File: src/rtl/core_pkg.sv
`default_nettype none
// ============================================================================
// Module      : core_pkg
// Description : Shared RV32I core types: result-select encoding, load funct3
//               codes and default datapath widths.
// Revision    : 1.0
// ============================================================================
package core_pkg;

   localparam int XLEN_DEF   = 32;
   localparam int REG_AW_DEF = 5;
   localparam int CNT_W_DEF  = 64;

   typedef enum logic [1:0] {
      RES_ALU  = 2'b00,
      RES_LOAD = 2'b01,
      RES_PC4  = 2'b10,
      RES_IMM  = 2'b11
   } result_src_e;

   localparam logic [2:0] F3_LB  = 3'b000;
   localparam logic [2:0] F3_LH  = 3'b001;
   localparam logic [2:0] F3_LW  = 3'b010;
   localparam logic [2:0] F3_LBU = 3'b100;
   localparam logic [2:0] F3_LHU = 3'b101;

endpackage
`default_nettype wire

File: src/rtl/writeback_stage_if.sv
`default_nettype none
// ============================================================================
// Module      : writeback_stage_if
// Description : MEM->WB bundle plus register-file write / bypass port.
// Revision    : 1.0
// ============================================================================
interface writeback_stage_if #(
   parameter int XLEN   = 32,
   parameter int REG_AW = 5,
   parameter int CNT_W  = 64
);
   logic              stall;
   logic              flush;
   logic              m_valid;
   logic              m_reg_write;
   logic [REG_AW-1:0] m_rd;
   logic [1:0]        m_result_src;
   logic [XLEN-1:0]   m_alu_result;
   logic [XLEN-1:0]   m_pc_plus4;
   logic [XLEN-1:0]   m_imm;
   logic [XLEN-1:0]   m_load_word;
   logic [2:0]        m_funct3;
   logic [1:0]        m_addr_lo;

   logic [REG_AW-1:0] rd;
   logic [XLEN-1:0]   wd;
   logic              RegWrite;
   logic              wb_valid;
   logic              fwd_valid;
   logic [REG_AW-1:0] fwd_rd;
   logic [XLEN-1:0]   fwd_data;
   logic [CNT_W-1:0]  instret;

   modport master (
      output stall, flush, m_valid, m_reg_write, m_rd, m_result_src,
             m_alu_result, m_pc_plus4, m_imm, m_load_word, m_funct3, m_addr_lo,
      input  rd, wd, RegWrite, wb_valid, fwd_valid, fwd_rd, fwd_data, instret
   );

   modport slave (
      input  stall, flush, m_valid, m_reg_write, m_rd, m_result_src,
             m_alu_result, m_pc_plus4, m_imm, m_load_word, m_funct3, m_addr_lo,
      output rd, wd, RegWrite, wb_valid, fwd_valid, fwd_rd, fwd_data, instret
   );
endinterface
`default_nettype wire

File: src/rtl/load_extend.sv
`default_nettype none
// ============================================================================
// Module      : load_extend
// Description : Combinational load lane extraction and sign/zero extension.
// Revision    : 1.0
// ============================================================================
module load_extend
   import core_pkg::*;
#(
   parameter int XLEN = XLEN_DEF
) (
   input  logic [XLEN-1:0] i_word,
   input  logic [2:0]      i_funct3,
   input  logic [1:0]      i_addr_lo,
   output logic [XLEN-1:0] o_ext
);

   logic [7:0]  w_byte;
   logic [15:0] w_half;

   always_comb begin
      w_byte = i_word[7:0];
      case (i_addr_lo)
         2'd1:    w_byte = i_word[15:8];
         2'd2:    w_byte = i_word[23:16];
         2'd3:    w_byte = i_word[31:24];
         default: w_byte = i_word[7:0];
      endcase
   end

   // Halfword lane ignores the low offset bit.
   assign w_half = i_addr_lo[1] ? i_word[31:16] : i_word[15:0];

   always_comb begin
      o_ext = i_word;
      case (i_funct3)
         F3_LB:   o_ext = {{(XLEN-8){w_byte[7]}}, w_byte};
         F3_LBU:  o_ext = {{(XLEN-8){1'b0}}, w_byte};
         F3_LH:   o_ext = {{(XLEN-16){w_half[15]}}, w_half};
         F3_LHU:  o_ext = {{(XLEN-16){1'b0}}, w_half};
         default: o_ext = i_word;
      endcase
   end

endmodule
`default_nettype wire

File: src/rtl/writeback_stage.sv
`default_nettype none
// ============================================================================
// Module      : writeback_stage
// Description : MEM/WB pipeline register, result select, register-file write
//               port with bypass, and retired-instruction counter.
// Revision    : 1.0
// ============================================================================
module writeback_stage
   import core_pkg::*;
#(
   parameter int XLEN   = XLEN_DEF,
   parameter int REG_AW = REG_AW_DEF,
   parameter int CNT_W  = CNT_W_DEF
) (
   input  logic             clk,
   input  logic             rst,
   writeback_stage_if.slave bus
);

   logic [XLEN-1:0]   w_load;
   logic [XLEN-1:0]   w_result;
   logic              w_reg_write;
   logic              w_retire;

   logic              r_wb_valid;
   logic              r_reg_write;
   logic [REG_AW-1:0] r_rd;
   logic [XLEN-1:0]   r_wd;
   logic [CNT_W-1:0]  r_instret;

   load_extend #(.XLEN(XLEN)) u_load_extend (
      .i_word    (bus.m_load_word),
      .i_funct3  (bus.m_funct3),
      .i_addr_lo (bus.m_addr_lo),
      .o_ext     (w_load)
   );

   always_comb begin
      w_result = bus.m_alu_result;
      case (result_src_e'(bus.m_result_src))
         RES_LOAD: w_result = w_load;
         RES_PC4:  w_result = bus.m_pc_plus4;
         RES_IMM:  w_result = bus.m_imm;
         default:  w_result = bus.m_alu_result;
      endcase
   end

   // The occupant leaves WB whenever it is not held, including on flush.
   assign w_retire = r_wb_valid & (~bus.stall | bus.flush);

   always_ff @(posedge clk) begin
      if (rst) begin
         r_wb_valid  <= 1'b0;
         r_reg_write <= 1'b0;
         r_rd        <= '0;
         r_wd        <= '0;
         r_instret   <= '0;
      end else begin
         if (w_retire) begin
            r_instret <= r_instret + CNT_W'(1);
         end
         if (bus.flush) begin
            r_wb_valid <= 1'b0;
         end else if (!bus.stall) begin
            r_wb_valid  <= bus.m_valid;
            r_rd        <= bus.m_rd;
            r_reg_write <= bus.m_reg_write & bus.m_valid;
            r_wd        <= w_result;
         end
      end
   end

   assign w_reg_write = r_wb_valid & r_reg_write & (r_rd != '0);

   assign bus.rd        = r_rd;
   assign bus.wd        = r_wd;
   assign bus.RegWrite  = w_reg_write;
   assign bus.wb_valid  = r_wb_valid;
   assign bus.fwd_valid = w_reg_write;
   assign bus.fwd_rd    = r_rd;
   assign bus.fwd_data  = r_wd;
   assign bus.instret   = r_instret;

endmodule
`default_nettype wire

File: src/flat_wrapper.sv
// flat-port wrapper written by rule: the top's interface ports become plain ports
module writeback_stage_flat import core_pkg::*;
#(
   parameter int XLEN   = XLEN_DEF,
   parameter int REG_AW = REG_AW_DEF,
   parameter int CNT_W  = CNT_W_DEF
)
  (clk, rst, bus_stall, bus_flush, bus_m_valid, bus_m_reg_write, bus_m_rd, bus_m_result_src, bus_m_alu_result, bus_m_pc_plus4, bus_m_imm, bus_m_load_word, bus_m_funct3, bus_m_addr_lo, bus_rd, bus_wd, bus_RegWrite, bus_wb_valid, bus_fwd_valid, bus_fwd_rd, bus_fwd_data, bus_instret);
  writeback_stage_if #(.XLEN(XLEN), .REG_AW(REG_AW), .CNT_W(CNT_W)) bus_i ();
  input  logic clk;
  input  logic rst;
  input wire logic [$bits(bus_i.stall)-1:0] bus_stall;
  input wire logic [$bits(bus_i.flush)-1:0] bus_flush;
  input wire logic [$bits(bus_i.m_valid)-1:0] bus_m_valid;
  input wire logic [$bits(bus_i.m_reg_write)-1:0] bus_m_reg_write;
  input wire logic [$bits(bus_i.m_rd)-1:0] bus_m_rd;
  input wire logic [$bits(bus_i.m_result_src)-1:0] bus_m_result_src;
  input wire logic [$bits(bus_i.m_alu_result)-1:0] bus_m_alu_result;
  input wire logic [$bits(bus_i.m_pc_plus4)-1:0] bus_m_pc_plus4;
  input wire logic [$bits(bus_i.m_imm)-1:0] bus_m_imm;
  input wire logic [$bits(bus_i.m_load_word)-1:0] bus_m_load_word;
  input wire logic [$bits(bus_i.m_funct3)-1:0] bus_m_funct3;
  input wire logic [$bits(bus_i.m_addr_lo)-1:0] bus_m_addr_lo;
  output wire logic [$bits(bus_i.rd)-1:0] bus_rd;
  output wire logic [$bits(bus_i.wd)-1:0] bus_wd;
  output wire logic [$bits(bus_i.RegWrite)-1:0] bus_RegWrite;
  output wire logic [$bits(bus_i.wb_valid)-1:0] bus_wb_valid;
  output wire logic [$bits(bus_i.fwd_valid)-1:0] bus_fwd_valid;
  output wire logic [$bits(bus_i.fwd_rd)-1:0] bus_fwd_rd;
  output wire logic [$bits(bus_i.fwd_data)-1:0] bus_fwd_data;
  output wire logic [$bits(bus_i.instret)-1:0] bus_instret;
  assign bus_i.stall = bus_stall;
  assign bus_i.flush = bus_flush;
  assign bus_i.m_valid = bus_m_valid;
  assign bus_i.m_reg_write = bus_m_reg_write;
  assign bus_i.m_rd = bus_m_rd;
  assign bus_i.m_result_src = bus_m_result_src;
  assign bus_i.m_alu_result = bus_m_alu_result;
  assign bus_i.m_pc_plus4 = bus_m_pc_plus4;
  assign bus_i.m_imm = bus_m_imm;
  assign bus_i.m_load_word = bus_m_load_word;
  assign bus_i.m_funct3 = bus_m_funct3;
  assign bus_i.m_addr_lo = bus_m_addr_lo;
  assign bus_rd = bus_i.rd;
  assign bus_wd = bus_i.wd;
  assign bus_RegWrite = bus_i.RegWrite;
  assign bus_wb_valid = bus_i.wb_valid;
  assign bus_fwd_valid = bus_i.fwd_valid;
  assign bus_fwd_rd = bus_i.fwd_rd;
  assign bus_fwd_data = bus_i.fwd_data;
  assign bus_instret = bus_i.instret;
  writeback_stage #(.XLEN(XLEN), .REG_AW(REG_AW), .CNT_W(CNT_W)) u_core (.clk(clk), .rst(rst), .bus(bus_i));
endmodule
File: config.mk
export PLATFORM = sky130hd
export DESIGN_NAME = writeback_stage_flat
export DESIGN_NICKNAME = d
export VERILOG_FILES = /design/src/rtl/core_pkg.sv /design/src/rtl/writeback_stage_if.sv /design/src/rtl/load_extend.sv /design/src/rtl/writeback_stage.sv /design/src/flat_wrapper.sv
export SDC_FILE = /design/constraint.sdc
export NUM_CORES = 1
export LEC_CHECK = 0
export ABC_AREA = 1
export BUFFER_PORTS_ARGS = -buffer_cell sky130_fd_sc_hd__buf_2
export CAP_MARGIN = 20
export CELL_PAD_IN_SITES_DETAIL_PLACEMENT = 1
export CELL_PAD_IN_SITES_GLOBAL_PLACEMENT = 1
export CORE_MARGIN = 3
export CORE_UTILIZATION = 33
export CTS_CLUSTER_SIZE = 14
export DETAILED_ROUTE_END_ITERATION = 10
export PLACE_DENSITY_LB_ADDON = 0.3
export SYNTH_ARGS = -nofsm -noshare
export SYNTH_HDL_FRONTEND = slang
export SYNTH_HIERARCHICAL = 1
export SYNTH_SLANG_ARGS = --single-unit
File: constraint.sdc
create_clock -name clk -period 1.6 [get_ports clk]
set_input_delay 0.08 -clock clk [delete_from_list [all_inputs] [get_ports clk]]
set_output_delay 0.08 -clock clk [all_outputs]
set_load 0.05 [all_outputs]
==> Word level (Yosys, flattened, before mapping) <==
Index checks and enable logic that the tools add are counted.
{ "op_classes": {"n_reduce_logical": 4, "n_eq_ne": 9, "mux": 4, "add_sub_neg": 1, "n_bitwise": 7} }
{ "ops": {"columns": ["cell", "count"], "rows": [
  ["$pmux W32 S4", 1],
  ["$pmux W32 S3", 1],
  ["$add A64 B1 Y64 const B", 1],
  ["$pmux W8 S3", 1],
  ["$mux W16", 1],
  ["$eq A2 B2 Y1 const B", 4],
  ["$eq A3 B3 Y1 const B", 2],
  ["$reduce_bool A5 Y1", 1],
  ["$and A1 B1 Y1", 4],
  ["$eq A2 B1 Y1 const B", 2],
  ["$eq A3 B1 Y1 const B", 1],
  ["$logic_not A3 Y1", 1],
  ["$not A1 Y1", 2],
  ["$reduce_and A2 Y1", 1],
  ["$reduce_or A2 Y1", 1],
  ["$or A1 B1 Y1", 1]
]} }
{ "word_totals": {"wordCells": 30, "input_bits": 146, "out_inout_bits": 141, "reg_bits": 103} }

==> Logic depth before layout (Yosys ltp) <==
{ "logic_depth": {"word_depth": 4, "mapped_depth": 14} }

==> Hierarchy <==
The synthesis kept the hierarchy.
{ "by_module_without_submodules": {"columns": ["module", "seq_area_each_um2", "cells_per_inst", "area_per_inst_um2", "n_inst"], "rows": [
  ["writeback_stage", 2062.0, 965, 6173.4, 1],
  ["load_extend", 0.0, 170, 923.4, 1]
]} }

==> Least setup slack after synthesis <==
No wires, ideal clock.
{ "synth_path": {"path_type": "flip-flop to flip-flop", "start": "reg u_core.r_instret[1] (netlist: u_core/bus.instret[1])", "end": "reg u_core.r_instret[38] (netlist: u_core/bus.instret[38])", "path_slack_ps": -342, "path_stages_with_launch": 11, "t_required_ps": 1485, "arrival_ps": 1827, "cell_sequence": "dfxtp_1 > ha_1 > inv_1 > nor2_2 > nand3_2 > nor2_2 > nand2_1 > nor2_1 > nand2_1 > nand2_1 > nor2_1"} }
{ "synth_between": {"elab_chain_cells": 1} }
{ "synth_rtl": {"columns": ["item", "line_no", "rtl"], "rows": [
  ["start: declaration", "writeback_stage.sv:29", "logic [CNT_W-1:0] r_instret;"],
  ["start signal: assignment", "writeback_stage.sv:60", "r_instret <= r_instret + CNT_W'(1);"],
  ["$add A64 B1 Y64", "writeback_stage.sv:60", null]
]} }
No other way between the ends.
A chain may end at the register's enable or synchronous reset.

==> Worst setup path after layout <==
{ "layout_path": {"start": "reg u_core.r_instret[1] (netlist: u_core/bus.instret[1])", "end": "reg u_core.r_instret[57] (netlist: u_core/bus.instret[57])"} }
Same word-level chain as after synthesis.

==> flow_summary_export.csv <==
group,metric,value,unit
outcome,status,"complete, but fails checks",
outcome,violations,"negative setup slack",
logic_synthesis,yosys.area_share.simple,42.63,%
placed_design,hpwlAfterDp,25.61,mm
logic_synthesis,yosysMostFrequentCell,"nand2_1",
setup_path,r2r-end,"u_core/bus.instret[57]",
grt,grt_start_max_net_pins,85,
logic_synthesis,synthTopCellsByArea,"dfxtp_1 29%, nand2_1 17%, nor2_1 9.9%",
drt,drc,0,
pwr,sw_frac_of_total,35.06,%
logic_synthesis,synthXorXnorAreaFrac,0.9873,%
cts,cts_sinks,103,
cells_and_area,nFillCells,2859,
logic_synthesis,synth_top_family_by_area,"simple AND/OR/NAND/NOR gates",
logic_synthesis,synth_top_cell_area_share,29.06,%
setup_path,ff2ff_path_depth,10,
placed_design,place_inst,1682,
grt,grt_usage,26.69,%
logic_synthesis,syn_nets,1282,
die,ioPinCount,287,
placed_design,portBuffers,286,
pwr,power_frac_comb,22.9,%
setup_path,arrival,1.98,ns
sta,relSlewSlack,68.90,%
placed_design,gp_congestion,0.9130,
sta,period_minus_slack,1.681,ns
die,start_util,33.65,%
sta,finClkSkew,0.01637,ns
drt,drt-wirelength-per-cell,19.65,um
placed_design,postPlaceCellArea,8992,sq um
cts,cts_tree,"yes",
hold_path,worst_hold_path.num_cells,3,
pwr,clock_power_share,37.2,%
cts,root_buffer,"clkbuf_16",
die,fp.dieH,152.6,um
drt,vias,9089,
cts,path_clk_slew,0.09,ns
run,cap_violations,0,
cells_and_area,instances_no_fill,1741,
pwr,p_seq_share,39.9,%
grt,antenna_found_initial,6,
setup_path,slowest_stage,"dfxtp_4",
pwr,power_switching,0.002352,W
setup_path,slowest_delay,0.38,ns
logic_synthesis,syn_avg_cell_area,6.253,sq um
logic_synthesis,ys_types,47,
die,die-area,23300,sq um
setup_path,worstSetupPathType,"flip-flop to flip-flop",
pwr,p_int,0.004357,W
setup_path,crit_chain,"buf_6, nand2_4, nor2_4, buf_4, nand3_2, nor2_4, nand4_1, nand2_1, nand2_1, nor2_1",
logic_synthesis,async_flop_share,0,%
logic_synthesis,synthAdderAreaFrac,0.1763,%
logic_synthesis,yosys_warnings,6,
logic_synthesis,seq_area_frac_synth,29.06,%
sta,drv_slew,0,
logic_synthesis,synth.area.mux_share,0,%
cells_and_area,area_growth,44.62,%
setup_path,cp_max_fo,5,
cts,cts_max_path_buffers,2,
grt,overflow,0,
cells_and_area,final_layout_size_suffix_gt1_share,41.33,%
pwr,leakagePower,4.712,nW
drt,antenna_left,0,
pwr,power.total,0.006709,W
logic_synthesis,synthCells,1135,
sta,setup_viol,20,
sta,rsz0062_at_grt,"yes",
die,fp.dieW,152.6,um
setup_path,crit_path_end_kind,"flip-flop",
setup_path,required,1.90,ns
setup_path,cp-start-kind,"flip-flop",
sta,min_period_over_period,105.1,%
setup_path,r2r_slack,-0.08,ns
pwr,p_per_area,653.7,nW/um^2
hold_path,hold_path_startpoint,"bus_m_pc_plus4[1]",
drt,routed_wl,34.21,mm
logic_synthesis,synth_area_leader_cell,"dfxtp_1",
hold_path,hold_end,"u_core/bus.fwd_data[1]",
pwr,ir_drop,0.0005078,V
logic_synthesis,synth-seq-cells,103,
logic_synthesis,netlist_area,7097,sq um
grt,grt_pass1_vias,9242,
sta,tightestPinTransition,0.4660,ns
hold_path,worstHoldPathType,"primary input to flip-flop",
logic_synthesis,synthTopCellsByCount,"314 x nand2_1, 187 x nor2_1, 103 x dfxtp_1",
logic_synthesis,synthFlopType,"dfxtp_1",
drt,avgViaCountPerCell,5.221,
drt,drt_iter0_markers,449,
drt,firstDrtPassIters,5,
cells_and_area,nets,1606,
sta,hold_viol_final,0,
cts,clk_latency,0.37,ns
placed_design,detailedPlace.worstSlack,-0.1123,ns
logic_synthesis,synth_edf_count,0,
cts,htreeDepth,3,
logic_synthesis,synth_compound_area_share,14.79,%
sta,max_freq,594.8,MHz
die,rows,53,
sta,setup_ws,-0.08125,ns
setup_path,r2r_start,"u_core/bus.instret[1]",
cells_and_area,final_area,10260,sq um
cts,cts_buffers,9,
die,core_region_area,21090,sq um
grt,grt_pass1_wl,50.16,mm
## worst max path at each step
stage / from / to / slack [ns] / cells after the start
2_1_floorplan: u_core/bus.instret[1] / u_core/bus.instret[38] / 0.009 / 10
3_3_place_gp: u_core/bus.instret[1] / u_core/bus.instret[57] / -0.06 / 8
3_5_place_dp: u_core/bus.instret[0] / u_core/bus.instret[57] / -0.11 / 9
4_1_cts: u_core/bus.fwd_rd[1] / bus_RegWrite / -0.06 / 4
5_1_grt: u_core/bus.instret[1] / u_core/bus.instret[57] / -0.17 / 10
6_report: u_core/bus.instret[1] / u_core/bus.instret[57] / -0.08 / 10
## power groups by stage
stage,Clock [W],Sequential (W),Combinational [W]
after global placement,0,0.00275,0.00144
after detailed placement,0,0.00275,0.00146
after floorplan,0,0.00296,0.000783
after CTS,0.00257,0.00269,0.00151
final,0.00250,0.00268,0.00154
after global routing,0.00267,0.00269,0.00164
## final cells by class
| class | count | area, sq um | area share [%] |
|---|---|---|---|
| Multi-Input combinational cell | 858 | 4664 | 45.45 |
| Timing Repair Buffer | 395 | 2416 | 23.54 |
| Sequential cell | 103 | 2161 | 21.05 |
| Inverter | 92 | 352.8 | 3.438 |
| Tap cell | 275 | 344.1 | 3.352 |
| Clock buffer | 9 | 225.2 | 2.194 |
| Clock inverter | 7 | 95.09 | 0.9265 |
| Antenna cell | 2 | 5.005 | 0.04876 |
## cells in the final DEF (no fill, tap or decap), drive strengths merged, types with 2 or more instances in the layout
| master | netlist | routed |
|---|---|---|
| clkinv | 0 | 2 |
| buf | 51 | 372 |
| nand2 | 325 | 325 |
| dfxtp | 103 | 103 |
| a221oi | 4 | 4 |
| inv | 92 | 96 |
| a21oi | 65 | 65 |
| o22ai | 8 | 8 |
| clkbuf | 31 | 9 |
| xor2 | 4 | 4 |
| diode | 0 | 2 |
| or2 | 3 | 3 |
| xnor2 | 4 | 4 |
| nor3b | 2 | 2 |
| dlygate4sd3 | 0 | 23 |
| o21ai | 66 | 66 |
| nand3 | 86 | 86 |
| nand4 | 22 | 22 |
| o21bai | 3 | 3 |
| a41oi | 27 | 27 |
| nor2 | 212 | 212 |
| nor3 | 17 | 17 |
## flip-flops by register name, indices dropped and copies added, names as in the netlist
| register | count |
|---|---|
| u_core/bus.fwd_data | 32 |
| u_core/r_reg_write | 1 |
| u_core/bus.fwd_rd | 5 |
| u_core/bus.instret | 64 |
| u_core/bus.wb_valid | 1 |
## worst max-delay path, delay by kind of cell (launching register included)
kind	cells	cell delay (ns)
and+or+nand+nor	8	0.98
DFF	1	0.38
buffers and inverters	2	0.25
## logic make-up after synthesis
family / count (synthesis)
buffers and inverters: 174
DFF: 103
and+or+nand+nor: 670
xor gates and xnor gates: 8
adders and majority gates: 1
AOI/OAI and AO/OA: 179
## per-layer routing
metal	up-vias	track usage, %	routed length (um)
met1	4352	31.56	13340
met2	343	48.30	17660
li1	4322	-	-
met5	-	0	48
met4	8	8.273	973
met3	64	5.595	2185
## per-stage QoR
step | utilization, % | hold WS [ns] | setup TNS, ns
6_report | 48.67 | 0.0001298 | -0.6356
5_1_grt | 48.67 | 0.008172 | -3.584
4_1_cts | 45.48 | 0.0001103 | -0.1772
3_5_place_dp | 42.64 | 0.3109 | -0.4138
3_3_place_gp | 42.64 | 0.3029 | -0.1128
2_1_floorplan | - | 0.1622 | 0
## what timing repair did
action                                  4_1_cts  5_1_grt
hold buffers                                 23        0
pin swaps                                     2       46
endpoints found under the setup margin       13       52
hold endpoints to repair                     21        0
cloned                                        0        0
setup buffers                                 0       19
resized for setup                            15      144
Note: power is estimated with default switching activity, not from simulation.
